--- src/rtl/sync_sched_pkg.sv ---
// sync_sched_pkg: shared types and helpers for the shared-synchroniser scheduler.
//   state_e   : scheduler FSM states (IDLE/SETTLE/HOLD)
//   idx_width : index width for n items, never below 1 bit
package sync_sched_pkg;

   typedef enum logic [1:0] {
      IDLE   = 2'd0,
      SETTLE = 2'd1,
      HOLD   = 2'd2
   } state_e;

   function automatic int idx_width(input int n);
      return (n > 1) ? $clog2(n) : 1;
   endfunction

endpackage

--- src/rtl/rr_arbiter.sv ---
// rr_arbiter: combinational round-robin pick, searching upward from ptr_i+1.
//   req_i   : request vector
//   ptr_i   : index of the last winner
//   gnt_o   : one-hot winner (zero when nothing requested)
//   idx_o   : winner index
//   valid_o : any request present
module rr_arbiter import sync_sched_pkg::*; #(
   parameter int N_REQ = 4,
   parameter int IDX_W = idx_width(N_REQ)
) (
   input  logic [N_REQ-1:0] req_i,
   input  logic [IDX_W-1:0] ptr_i,
   output logic [N_REQ-1:0] gnt_o,
   output logic [IDX_W-1:0] idx_o,
   output logic             valid_o
);

   logic [IDX_W-1:0] k;

   always_comb begin
      gnt_o   = '0;
      idx_o   = '0;
      valid_o = 1'b0;
      k       = '0;
      for (int i = 1; i <= N_REQ; i++) begin
         k = IDX_W'((int'(ptr_i) + i) % N_REQ);
         if (!valid_o && req_i[k]) begin
            valid_o  = 1'b1;
            gnt_o[k] = 1'b1;
            idx_o    = k;
         end
      end
   end

endmodule

--- src/rtl/sync_share_scheduler.sv ---
// sync_share_scheduler: shares one bundled-data synchroniser between N_REQ requesters.
//   w_clk_i      : write-domain clock
//   w_rstn_i     : asynchronous active-low reset
//   enable_i     : allow new grants (an in-flight transfer always completes)
//   req_i        : level requests, one per requester
//   data_i       : payloads, requester k at [k*DATA_W +: DATA_W]
//   gnt_o        : registered one-cycle one-hot grant pulse
//   sync_value_o : {toggle, idx, data} for the synchroniser input
//   busy_o       : registered, high while a transfer is in flight
//   xfer_cnt_o   : completed-transfer count, wraps
module sync_share_scheduler import sync_sched_pkg::*; #(
   parameter  int N_REQ         = 4,
   parameter  int DATA_W        = 4,
   parameter  int SETTLE_CYCLES = 2,
   parameter  int HOLD_CYCLES   = 6,
   localparam int IDX_W         = idx_width(N_REQ)
) (
   input  logic                      w_clk_i,
   input  logic                      w_rstn_i,
   input  logic                      enable_i,
   input  logic [N_REQ-1:0]          req_i,
   input  logic [N_REQ*DATA_W-1:0]   data_i,
   output logic [N_REQ-1:0]          gnt_o,
   output logic [IDX_W+DATA_W:0]     sync_value_o,
   output logic                      busy_o,
   output logic [15:0]               xfer_cnt_o
);

   localparam int CNT_W = idx_width(SETTLE_CYCLES > HOLD_CYCLES ? SETTLE_CYCLES : HOLD_CYCLES);

   typedef struct packed {
      logic              tog;
      logic [IDX_W-1:0]  idx;
      logic [DATA_W-1:0] data;
   } word_t;

   state_e           state_q, state_d;
   logic [CNT_W-1:0] cnt_q, cnt_d;
   logic [IDX_W-1:0] ptr_q, ptr_d;
   logic [N_REQ-1:0] gnt_q, gnt_d;
   word_t            word_q, word_d;
   logic             busy_q;
   logic [15:0]      xfer_q, xfer_d;

   logic [N_REQ-1:0] win_gnt;
   logic [IDX_W-1:0] win_idx;
   logic             win_valid;

   rr_arbiter #(.N_REQ(N_REQ), .IDX_W(IDX_W)) u_arb (
      .req_i   (req_i),
      .ptr_i   (ptr_q),
      .gnt_o   (win_gnt),
      .idx_o   (win_idx),
      .valid_o (win_valid)
   );

   // idx/data move only on accept, toggle only on SETTLE->HOLD, so the
   // bundled word never changes more than one field class per edge.
   always_comb begin
      state_d = state_q;
      cnt_d   = cnt_q;
      ptr_d   = ptr_q;
      gnt_d   = '0;
      word_d  = word_q;
      xfer_d  = xfer_q;
      case (state_q)
         IDLE: if (enable_i && win_valid) begin
            word_d.idx  = win_idx;
            word_d.data = data_i[int'(win_idx)*DATA_W +: DATA_W];
            gnt_d       = win_gnt;
            ptr_d       = win_idx;
            cnt_d       = CNT_W'(SETTLE_CYCLES - 1);
            state_d     = SETTLE;
         end
         SETTLE: if (cnt_q != '0) cnt_d = cnt_q - 1'b1;
         else begin
            word_d.tog = ~word_q.tog;
            cnt_d      = CNT_W'(HOLD_CYCLES - 1);
            state_d    = HOLD;
         end
         HOLD: if (cnt_q != '0) cnt_d = cnt_q - 1'b1;
         else begin
            xfer_d  = xfer_q + 16'd1;
            state_d = IDLE;
         end
         default: state_d = IDLE;
      endcase
   end

   always_ff @(posedge w_clk_i or negedge w_rstn_i) begin
      if (!w_rstn_i) begin
         state_q <= IDLE;
         cnt_q   <= '0;
         ptr_q   <= IDX_W'(N_REQ - 1);
         gnt_q   <= '0;
         word_q  <= '0;
         busy_q  <= 1'b0;
         xfer_q  <= '0;
      end else begin
         state_q <= state_d;
         cnt_q   <= cnt_d;
         ptr_q   <= ptr_d;
         gnt_q   <= gnt_d;
         word_q  <= word_d;
         busy_q  <= (state_d != IDLE);
         xfer_q  <= xfer_d;
      end
   end

   assign gnt_o        = gnt_q;
   assign sync_value_o = word_q;
   assign busy_o       = busy_q;
   assign xfer_cnt_o   = xfer_q;

endmodule

--- config.mk ---
export PLATFORM = sky130hd
export DESIGN_NAME = sync_share_scheduler
export DESIGN_NICKNAME = d
export VERILOG_FILES = /design/src/rtl/sync_sched_pkg.sv /design/src/rtl/rr_arbiter.sv /design/src/rtl/sync_share_scheduler.sv
export SDC_FILE = /design/constraint.sdc
export NUM_CORES = 1
export LEC_CHECK = 0
export ABC_AREA = 1
export CORE_ASPECT_RATIO = 0.8
export CORE_UTILIZATION = 54
export CTS_CLUSTER_SIZE = 30
export DETAILED_ROUTE_END_ITERATION = 7
export PLACE_DENSITY_LB_ADDON = 0.12
export SLEW_MARGIN = 5
export SYNTH_ARGS = -nofsm -noshare
export SYNTH_HDL_FRONTEND = slang
export SYNTH_HIERARCHICAL = 1
export SYNTH_SLANG_ARGS = --single-unit
--- constraint.sdc ---
create_clock -name w_clk_i -period 6.7 [get_ports w_clk_i]
set_clock_uncertainty 0.15 [all_clocks]
set_input_delay 1.34 -clock w_clk_i [delete_from_list [all_inputs] [get_ports w_clk_i]]
set_output_delay 1.34 -clock w_clk_i [all_outputs]
set_load 0.05 [all_outputs]
# Yosys cells after proc, flatten, opt, wreduce, memory -nomap -nowiden
# Cells that the tools add are included.
[op_classes]
addsub = 6
n_mul = 0
div_mod_pow = 0
n_lt_le_gt_ge = 8
eq_ne = 4
shifts = 1
n_mux = 38
bitwise_logic = 5
reduce_logical = 19
[op_table]
columns = ["op", "n"]
rows = [
  ["4-bit 2-to-1 mux", 6],
  ["16-bit by 1-bit adder with 16-bit output (second input constant)", 1],
  ["16-bit by 5-bit variable part select with 4-bit output", 1],
  ["2-bit 2-to-1 mux", 7],
  ["2-bit by 3-bit less-than comparator with 1-bit output (second input constant)", 4],
  ["1-bit 2-to-1 mux", 12],
  ["4-bit bitwise OR", 3],
  ["3-bit 2-to-1 mux", 3],
  ["3-bit one-hot mux with 3 select lines", 1],
  ["1-bit binary-select mux with 2-bit select", 4],
  ["1-bit demux with 2-bit select", 4],
  ["2-bit by 1-bit greater-or-equal comparator with 1-bit output (second input constant)", 4],
  ["1-bit logical AND", 8],
  ["2-bit one-hot mux with 3 select lines", 1],
  ["2-bit AND reduction", 3],
  ["3-bit nonzero test", 2],
  ["2-bit by 1-bit adder with 2-bit output (second input constant)", 2],
  ["2-bit adder (second input constant)", 2],
  ["2-bit != test (second input constant)", 2],
  ["1-bit logical NOT", 3],
  ["3-bit AND reduction", 1],
  ["3-bit by 1-bit subtractor with 3-bit output (second input constant)", 1],
  ["2-bit by 1-bit equality test with 1-bit output (second input constant)", 1],
  ["2-bit equality test (second input constant)", 1],
  ["3 further kinds", 4],
]
[totals]
reg_bits = 35
latchBits = 0
ramBits = 0
rom_bits = 0
input_bits = 23
elab_cells = 90
mem_count = 0

# Longest topological paths before layout
[depth]
depth_word = 17
ltp_mapped = 15
ltp_nobuf = 14

# Modules after synthesis
# Netlist, hierarchy kept.
[modules_own_cells]
columns = ["mod", "n_inst", "cells_per_inst", "area_per_inst_um2", "seq_area_each_um2"]
rows = [
  ["sync_share_scheduler", 1, 212, 1793.0, 878.3],
  ["rr_arbiter", 1, 74, 457.9, 0.0],
]

# Least setup slack after synthesis
# Ideal clock, no wire load.
[synth_path]
path_kind = "input port to flip-flop"
startpoint = "input req_i[2]"
endpoint = "register word_q, in the netlist sync_value_o[0]"
arrival_ps = 2563
required_time_ps = 6432
path_slack_ps = 3870
stages = 13
cell_sequence = "inv_1 > nand2_1 > nand2_1 > inv_1 > nor2_2 > nand3_1 > a21oi_2 > buf_2 > inv_1 > o21ai_0 > o22ai_1 > nand2_1 > nand2_1"
[synth_via]
word_cells_on_any_way = 25
cone_classes = "shift: 1; mux: 16; reduce/logical: 8"
[synth_rtl]
columns = ["element", "line_no", "rtl"]
rows = [
  ["from (decl)", "sync_share_scheduler.sv:21", "input logic [N_REQ-1:0] req_i,"],
  ["1-bit binary-select mux with 2-bit select", "rr_arbiter.sv:27", "if (!valid_o && req_i[k]) begin"],
  ["1-bit 2-to-1 mux (implied by the code)", "rr_arbiter.sv:27", ""],
  ["1-bit 2-to-1 mux", "rr_arbiter.sv:27", ""],
  ["1-bit logical NOT", "rr_arbiter.sv:27", ""],
  ["1-bit logical AND", "rr_arbiter.sv:27", ""],
  ["1-bit 2-to-1 mux", "rr_arbiter.sv:27", ""],
  ["1-bit logical NOT", "rr_arbiter.sv:27", ""],
  ["1-bit logical AND", "rr_arbiter.sv:27", ""],
  ["1-bit 2-to-1 mux", "rr_arbiter.sv:27", ""],
  ["1-bit logical NOT", "rr_arbiter.sv:27", ""],
  ["1-bit logical AND", "rr_arbiter.sv:27", ""],
  ["2-bit 2-to-1 mux (*)", "rr_arbiter.sv:27", ""],
  ["net win_idx[0]", "sync_share_scheduler.sv:46", "logic [IDX_W-1:0] win_idx;"],
  ["16-bit by 5-bit variable part select with 4-bit output (*)", "sync_share_scheduler.sv:69", "word_d.data = data_i[int'(win_idx)*DATA_W +: DATA_W];"],
  ["to (signal assigned)", "sync_share_scheduler.sv:104", "word_q <= word_d;"],
  ["to (decl)", "sync_share_scheduler.sv:41", "word_t word_q, word_d;"],
]
# Mark *: on every way through the listed nets, which the timed path passes. The rest lies on a longest branch. The select of a mux whose other input is x is not followed.
# A chain may end at the register's enable or synchronous reset.

# Final worst setup path
[layout_path]
startpoint = "input req_i[1]"
endpoint = "register word_q, in the netlist sync_value_o[3]"
# The elaborated chain is that of the path after synthesis.

==> flow_metrics.tcl <==
set metrics [dict create \
    initial_core_util_pct 57.7 \
    tightest_slew_ns 0.521 \
    holdWs_ns 0.318 \
    clk_path_buf_depth 2 \
    synth_seq_cells 35 \
    r2r_end "sync_value_o[3]" \
    io_buffers 50 \
    viasPerCell 5.00 \
    grt_max_degree 36 \
    postRouteAntennaNets 0 \
    finalSetupViolCount 0 \
    num_antenna_cells 0 \
    crit_path_end_kind "register" \
    gp_congestion 0.889 \
    clk_pin_slew_ns 0.06 \
    placedInstanceArea_mm2 0.00282 \
    drt_iter0_markers 145 \
    core_mm2 0.00390 \
    synth_area_leader_cell "dfrtp_1" \
    maxSlewHeadroom_pct 65.2 \
    routed_wl_mm 4.53 \
    rsz0062_at_grt "no" \
    vias 1986 \
    dr.pass1.iters 4 \
    die_y_um 59.7 \
    hold_violations 0 \
    final_common_cell "nand2_1" \
    syn_area_mm2 0.00225 \
    antenna_found_initial 0 \
    postCtsResizedCells 0 \
    clockRootBuffer "clkbuf_8" \
    ys_seq_area_share_pct 39.0 \
    hold-path-cell-count 1 \
    slew_violations 0 \
    grt-ovfl-total 0 \
    drt-wirelength-per-cell_um 11.4 \
    area_growth_syn_to_layout_pct 29.1 \
    drive_above_1_share_pct 9.94 \
    maxUsedRoutingLayer "met4" \
    rows 20 \
    r2r_cells 13 \
    arrival_ns 3.48 \
    die_w_um 74.2 \
    final_area_mm2 0.00291 \
    syn-instance-count 286 \
    cap_violations 0 \
    cts_num_sinks 35 \
    synth_fp_nets 325 \
    htreeDepth 2 \
    wl_met2_mm 2.05 \
    min_path_type "register to register" \
    io_pins 51 \
    cp_max_fo 10 \
    layout_common_cells "76 x nand2_1, 50 x clkdlybuf4s50_1, 36 x inv_1" \
    cp-startpoint "req_i[1]" \
    hpwl_mm 3.57 \
    leakagePower_nw 1.45 \
    yosysUniqueCellTypes 30 \
    cts_buffers 5 \
    cts_setup_buffers 0 \
    synth_top_area_share_pct 36.7 \
    syn_area_per_cell_um2 7.87 \
    irDropWorstVdd_mv 0.357 \
    clock.fmax_mhz 289 \
    drc_errors 0 \
    outcome "finished clean" \
    yosysWarnings 6 \
    wl_met1_mm 2.21 \
    critical_path_required_ns 6.72 \
    grt_pass1_wl_mm 7.79 \
    ff2ff_setup_slack_ns 3.72 \
    finalCritPeriodShare_pct 51.7 \
    postCtsHoldBufs 0 \
    clk-insertion-delay-late_ns 0.28 \
    cts_tree "built" \
    die-area_mm2 0.00443 \
    grt.total_usage_pct 23.4 \
    synth.area.top_cells "dfrtp_1 37%, nand2_1 13%, ha_1 8.9%" \
    crit_path_end "sync_value_o[3]" \
    powerDensity_mw_per_mm2 457 \
    nNetsFinal 381 \
    critPathLaunchType "primary input" \
    setup_tns_ns 0 \
    r2r-start "ptr_q[0]" \
    crit_type "primary input to register" \
    period_needed_ns 3.46 \
    wl_met3_um 211 \
    grt_pass1_vias 1812 \
]
## cell usage after synthesis
library cell,count
nand2_1,76
inv_1,36
dfrtp_1,33
nor2_1,28
nand3_1,19
ha_1,16
o21ai_0,13
nand4_1,8
xnor2_1,7
nand2_2,6
nor3_1,5
a21boi_0,4
a21oi_1,4
o22ai_1,4
nand2_4,3
nor2_4,3
buf_2,2
dfstp_2,2
inv_2,2
nand3_2,2
nor2_2,2
nor2_8,2
xor2_1,2
a21oi_2,1
a31oi_1,1
inv_4,1
nand3b_1,1
nor3_2,1
o211ai_1,1
xor2_2,1
## critical path, stage by stage
cell and delay (ns):
clkdlybuf4s50_1 0.50, nand2_1 0.08, nand3_1 0.14, nand2_4 0.11, nor2_2 0.22, nor2_1 0.08
a21oi_2 0.37, inv_1 0.22, o21ai_0 0.21, o22ai_1 0.09, nand2_1 0.07, nand2_1 0.05
## per-stage QoR
step | instances | total power (W) | setup slack, ns | utilization (%)
floorplan | 286 | 0.000963 | 3.87 | -
global placement | 390 | 0.00116 | 3.03 | 72.2
detailed placement | 390 | 0.00117 | 2.96 | 72.2
CTS | 397 | 0.00133 | 3.26 | 74.4
global route | 397 | 0.00144 | 3.05 | 74.4
finish | 397 | 0.00133 | 3.24 | 74.4
## flip-flops by register name, indices dropped and copies added (netlist names)
register      count
state_q           2
gnt_o             4
sync_value_o      7
busy_o            1
ptr_q             2
cnt_q             3
xfer_cnt_o       16
## worst min path at each step
| stage | slack, ns | endpoint | start |
|---|---|---|---|
| after floorplan | 0.35 | ptr_q[1] | ptr_q[1] |
| after global placement | 0.31 | sync_value_o[6] | sync_value_o[6] |
| after detailed placement | 0.31 | sync_value_o[6] | sync_value_o[6] |
| after CTS | 0.33 | sync_value_o[6] | sync_value_o[6] |
| after global routing | 0.36 | sync_value_o[6] | sync_value_o[6] |
| final | 0.32 | sync_value_o[6] | sync_value_o[6] |
## cell families after synthesis
group	after synthesis	share of synthesized area (%)
adder cells (fa/ha/maj)	16	8.89
AND/OR/NAND/NOR	156	33.6
buffers and inverters	41	7.06
flip-flops	35	39.0
AO/OA/AOI/OAI	28	7.23
XOR/XNOR	10	4.22
## power breakdown
part | switching (W) | total [W] | internal, W
clock | 0.0000706 | 0.000151 | 0.0000805
combinational | 0.000565 | 0.000845 | 0.000281
sequential | 0.0000510 | 0.000330 | 0.000279
## metal layers
| metal | global-route usage [%] | vias up |
|---|---|---|
| li1 | - | 1025 |
| met5 | 0 | - |
| met1 | 30.8 | 913 |
| met4 | 7.14 | 0 |
| met3 | 5.90 | 6 |
| met2 | 38.1 | 42 |
## cell type report
cell class,count,area [µm²]
multi-input cells,210,1210
well taps,55,68.8
fillers,310,998
repair buffers,51,508
clock inverters,1,5.00
clock buffers,6,82.6
inverters,39,149
flip-flops and latches,35,878
Note: power is estimated with default switching activity, not from simulation.
